==> src/rtl/fetch_queue_pkg.sv <==
// Shared types for the fetch-to-decode instruction queue.
package fetch_queue_pkg;

    localparam int ADDR_W            = 64;
    localparam int INSTR_W           = 32;
    localparam int FETCH_QUEUE_DEPTH = 4;

    typedef logic [ADDR_W-1:0]  addr_t;
    typedef logic [INSTR_W-1:0] u32;

    typedef struct packed {
        addr_t pc;
        u32    raw_instr;
    } fetch_queue_entry_t;

endpackage : fetch_queue_pkg

==> src/rtl/fetch_queue_chk.sv <==
// Occupancy/pointer consistency checks for fetch_queue.
module fetch_queue_chk #(
    parameter int DEPTH = 4,
    parameter int PTR_W = $clog2(DEPTH)
) (
    input logic             clk,
    input logic             reset,
    input logic [PTR_W-1:0] wr_ptr_i,
    input logic [PTR_W-1:0] rd_ptr_i,
    input logic [PTR_W:0]   count_i,
    input logic             we_i,
    input logic             rd_adv_i
);

    logic [PTR_W-1:0] ptr_diff_s;

    // Pointer distance modulo DEPTH
    always_comb begin
        ptr_diff_s = wr_ptr_i - rd_ptr_i;
    end

    a_count_matches_ptrs : assert property (@(posedge clk) disable iff (reset)
        ({1'b0, ptr_diff_s} == count_i) ||
        ((count_i == (PTR_W+1)'(DEPTH)) && (wr_ptr_i == rd_ptr_i)));

    a_no_write_when_full : assert property (@(posedge clk) disable iff (reset)
        !(we_i && (count_i == (PTR_W+1)'(DEPTH))));

    a_no_read_when_empty : assert property (@(posedge clk) disable iff (reset)
        !(rd_adv_i && (count_i == (PTR_W+1)'(0))));

endmodule : fetch_queue_chk

==> src/rtl/fetch_queue_mem.sv <==
// Entry register file: one write port, one asynchronous read port, contents never cleared.
module fetch_queue_mem
    import fetch_queue_pkg::*;
#(
    parameter int DEPTH = FETCH_QUEUE_DEPTH,
    parameter int PTR_W = $clog2(DEPTH)
) (
    input  logic               clk,
    input  logic               we_i,
    input  logic [PTR_W-1:0]   waddr_i,
    input  fetch_queue_entry_t wdata_i,
    input  logic [PTR_W-1:0]   raddr_i,
    output fetch_queue_entry_t rdata_o
);

    fetch_queue_entry_t storage_q [DEPTH];

    // Entry write on enqueue
    always_ff @(posedge clk) begin
        if (we_i) begin
            storage_q[waddr_i] <= wdata_i;
        end
    end

    // Head read straight from the registers
    always_comb begin
        rdata_o = storage_q[raddr_i];
    end

endmodule : fetch_queue_mem

==> src/rtl/fetch_queue.sv <==
// Fetch-to-decode instruction queue; flush and reset drop all entries, outputs come only from state.
module fetch_queue
    import fetch_queue_pkg::*;
#(
    parameter int DEPTH = FETCH_QUEUE_DEPTH
) (
    input  logic                   clk,
    input  logic                   reset,
    input  logic                   flush,
    input  logic                   in_valid,
    output logic                   in_ready,
    input  logic [ADDR_W-1:0]      in_pc,
    input  logic [INSTR_W-1:0]     in_instr,
    output logic                   out_valid,
    input  logic                   out_ready,
    output logic [ADDR_W-1:0]      out_pc,
    output logic [INSTR_W-1:0]     out_instr,
    output logic [$clog2(DEPTH):0] count
);

    localparam int PTR_W = $clog2(DEPTH);
    localparam int CNT_W = PTR_W + 1;

    logic [PTR_W-1:0]   wr_ptr_q, wr_ptr_d;
    logic [PTR_W-1:0]   rd_ptr_q, rd_ptr_d;
    logic [CNT_W-1:0]   count_q, count_d;
    logic               enq_s, deq_s, we_s;
    fetch_queue_entry_t wr_entry_s, rd_entry_s;

    // Handshakes and next-state; flush overrides any concurrent enq/deq
    always_comb begin
        in_ready   = (count_q != CNT_W'(DEPTH));
        out_valid  = (count_q != CNT_W'(0));
        enq_s      = in_valid && in_ready;
        deq_s      = out_valid && out_ready;
        we_s       = enq_s && !flush && !reset;
        wr_entry_s = '{pc: in_pc, raw_instr: in_instr};
        wr_ptr_d   = wr_ptr_q;
        rd_ptr_d   = rd_ptr_q;
        count_d    = count_q;
        if (flush) begin
            wr_ptr_d = PTR_W'(0);
            rd_ptr_d = PTR_W'(0);
            count_d  = CNT_W'(0);
        end else begin
            if (enq_s) begin
                wr_ptr_d = wr_ptr_q + PTR_W'(1);
            end else begin
                wr_ptr_d = wr_ptr_q;
            end
            if (deq_s) begin
                rd_ptr_d = rd_ptr_q + PTR_W'(1);
            end else begin
                rd_ptr_d = rd_ptr_q;
            end
            case ({enq_s, deq_s})
                2'b10:   count_d = count_q + CNT_W'(1);
                2'b01:   count_d = count_q - CNT_W'(1);
                default: count_d = count_q;
            endcase
        end
    end

    // Pointer and occupancy state, reset wins over flush
    always_ff @(posedge clk) begin
        if (reset) begin
            wr_ptr_q <= PTR_W'(0);
            rd_ptr_q <= PTR_W'(0);
            count_q  <= CNT_W'(0);
        end else begin
            wr_ptr_q <= wr_ptr_d;
            rd_ptr_q <= rd_ptr_d;
            count_q  <= count_d;
        end
    end

    fetch_queue_mem #(
        .DEPTH (DEPTH),
        .PTR_W (PTR_W)
    ) u_mem (
        .clk     (clk),
        .we_i    (we_s),
        .waddr_i (wr_ptr_q),
        .wdata_i (wr_entry_s),
        .raddr_i (rd_ptr_q),
        .rdata_o (rd_entry_s)
    );

    // Head data, forced to zero while empty so reset state is deterministic
    always_comb begin
        count = count_q;
        if (out_valid) begin
            out_pc    = rd_entry_s.pc;
            out_instr = rd_entry_s.raw_instr;
        end else begin
            out_pc    = ADDR_W'(0);
            out_instr = INSTR_W'(0);
        end
    end

    fetch_queue_chk #(
        .DEPTH (DEPTH),
        .PTR_W (PTR_W)
    ) u_chk (
        .clk      (clk),
        .reset    (reset),
        .wr_ptr_i (wr_ptr_q),
        .rd_ptr_i (rd_ptr_q),
        .count_i  (count_q),
        .we_i     (we_s),
        .rd_adv_i (deq_s && !flush)
    );

endmodule : fetch_queue

==> config.mk <==
export PLATFORM = sky130hd
export DESIGN_NAME = fetch_queue
export DESIGN_NICKNAME = d
export VERILOG_FILES = /design/src/rtl/fetch_queue_pkg.sv /design/src/rtl/fetch_queue_chk.sv /design/src/rtl/fetch_queue_mem.sv /design/src/rtl/fetch_queue.sv
export SDC_FILE = /design/constraint.sdc
export NUM_CORES = 1
export LEC_CHECK = 0
export ABC_AREA = 1
export BUFFER_PORTS_ARGS = -buffer_cell sky130_fd_sc_hd__buf_4
export CAP_MARGIN = 0
export CELL_PAD_IN_SITES_DETAIL_PLACEMENT = 0
export CELL_PAD_IN_SITES_GLOBAL_PLACEMENT = 2
export CORE_MARGIN = 8
export CORE_UTILIZATION = 42
export CTS_CLUSTER_SIZE = 20
export DETAILED_ROUTE_END_ITERATION = 8
export PLACE_DENSITY_LB_ADDON = 0.1
export SKIP_CTS_REPAIR_TIMING = 1
export SLEW_MARGIN = 20
export SYNTH_ARGS = -nofsm -noshare
export SYNTH_HDL_FRONTEND = slang
export SYNTH_SLANG_ARGS = --single-unit
==> constraint.sdc <==
create_clock -name clk -period 10.5 [get_ports clk]
set_input_delay 0 -clock clk [delete_from_list [all_inputs] [get_ports clk]]
set_output_delay 0 -clock clk [all_outputs]
set_load 0.01 [all_outputs]
==> metrics <==
Reg area=11700 µm²; Worst-Skew Late Latency=0.53 ns; CP endpoint=out_pc[29]; syn avg cell area=12.7 µm²; final setup violating endpoints=0; drt total wl=37600 µm; initial antenna violation count=1; Yosys reg bits=just under 400; CTS Sinks=~400; diodes inserted=0; port bufs=around 200; HPWL after detailed placement=20500 µm; GPL Wtd Cong=0.713; vias in the first global route=between 9000 and 10000; status=finished clean; synth top area cells=edfxtp_1 (75%), nor2_1 (9.8%), o21ai_0 (5.8%); Die W=207 µm; commonest non-fill, non-tap cell in the layout=nor2_1; Yosys cell types=19; Max rail drop VDD=151 µV; crit path time final=3.30 ns; Vias=between 9000 and 10000; io pins=202; post-synthesis sequential area ratio=76.5%; DRC violations left=0; synthesized area=15300 µm²; worst-path cell chain=clkinv_2 > buf_4 > nor2_1 > o21ai_0 > a21oi_1 > buf_4; setup ws final=7.20 ns; Nets=1599; multi-input logic area=3170 µm²; CTS tree=built; Hold Path Depth=2; clk buf depth=3; starting DRC count in detailed routing=572; Final Hold Slack=0.219 ns; Die H=just over 200 µm; crit-path leading delay family=buffers and inverters; Clock Skew=~0.013 ns; pre-CTS WS=7.28 ns; fraction of layout cells with a size suffix above 1=between 10% and 20%; Synth area leader=edfxtp_1; R2R Path Start=count[1]; Max Cap Viol=0; PwrDens=approximately 170 nW/µm²; routed vias/inst=~5; Worst Hold Class=input port to register; setup tns final=0 ns; Final Hold Fails=0; f_max=0.303 GHz; most frequent cells in the layout=nor2_1 (395), edfxtp_1 (384), buf_4 (215); CP dominant cell by count=buf_4; fin. max-slew vios=0; # rows=70; worst-path maximum fanout=53; synth warn=0; first-pass GRT wire length=56000 µm; reg2reg end=u_mem.storage_q[1][23]; Post-Synthesis Cells=1205; Post-Syn Nets=about 1300; Final Core Density=53.6%; Rel. slew slack=33.0%; Reg clk slew, reported paths=about 0.060 ns; largest net degree at the start of global routing=114; slowest library cell on the worst path=clkinv_2; power consumption=3.35 mW; Routed Antenna Nets=0; total global routing track utilization=17.2%; post-synth top area share=75.3%; CP endpoint kind=output pin; Setup crit start kind=register; CTS buffer count=41; WL/cell=18.9 µm; synth-to-layout area growth=27.0%; WP depth=6; Worst-Margin Slew=about 1.0 ns; period utilization=a little under a third; core area=36300 µm²; Crit path required time=10.50 ns; DRT Pass-1 Iters=4; WP data arrival=3.30 ns; P_leak=6.99 nW; RSZ-0062 raised after global routing=no; full die area=~43000 µm²; Reg2Reg Setup Slack=roughly 7.4 ns; worst-case reg-to-reg path depth=6; crit path kind=register to output pin; grt total ovfl=0; CTS Root Cell=clkbuf_16; CP peak stage delay=0.77 ns; H-tree depth=2; Fillers=3090; initial core utilization=42.2%; worst path bufs/invs=3
## power breakdown
part           internal, mW  switching (mW)  total, mW
Clock                 0.796           0.558       1.35
Sequential             1.74         0.00641       1.75
Combinational         0.109           0.142      0.251
Total                  2.65           0.707       3.35
## flip-flops by register name, summed over array words and instances, names as in the netlist, named ones only
signal           flops
count                3
rd_ptr_q             2
u_mem.storage_q    384
wr_ptr_q             2
## layout make-up
cell class / count / share of cell area (%)
clock inverters: 19 / 0.695
multi-input cells: 719 / 16.3
well taps: 468 / 3.01
flip-flops and latches: 393 / 60.3
inverters: 20 / 0.425
clock buffers: 55 / 5.77
repair buffers: 317 / 13.6
## worst min path at each step
stage | slack (ns) | end | from
finish | 0.22 | u_mem.storage_q[3][34] | in_pc[2]
floorplan | 0.1 | u_mem.storage_q[0][0] | in_instr[0]
global route | 0.20 | u_mem.storage_q[1][89] | in_pc[57]
global placement | 0.20 | u_mem.storage_q[2][31] | in_instr[31]
detailed placement | 0.20 | u_mem.storage_q[0][15] | in_instr[15]
CTS | -0.36 | u_mem.storage_q[2][95] | in_pc[63]
## metal layers
| layer | vias to the layer above | track usage, % | wire [µm] |
|---|---|---|---|
| met5 | - | 0 | 12 |
| met3 | 55 | 3.65 | 2030 |
| met4 | 2 | 5.03 | 808 |
| met2 | 227 | 28.8 | 18300 |
| met1 | 4748 | 22.4 | 16500 |
| li1 | 4832 | - | - |
## cells by family after synthesis
logic type,share of synthesized area [%]
adder cells (fa/ha/maj),0.539
buffers and inverters,3.04
flip-flops,76.5
AO/OA/AOI/OAI,9.62
AND/OR/NAND/NOR,10.3
## stage by stage
stage / cell area, µm² / instances
2_1_floorplan: 15300 / 1205
3_3_place_gp: 17200 / 1815
3_5_place_dp: 17200 / 1815
4_1_cts: 18400 / 1889
5_1_grt: 19400 / 1991
6_report: 19400 / 1991
## Yosys cell counts (all sizes together)
library cell and instances:
a21boi 1, a21oi 99, buf 47, clkbuf 26, dfxtp 9, edfxtp 384
fa 1, ha 5, inv 20, nand2 15, nand3 4, nand3b 1
nor2 399, o21ai 194
(Power assumes the default switching activity.)
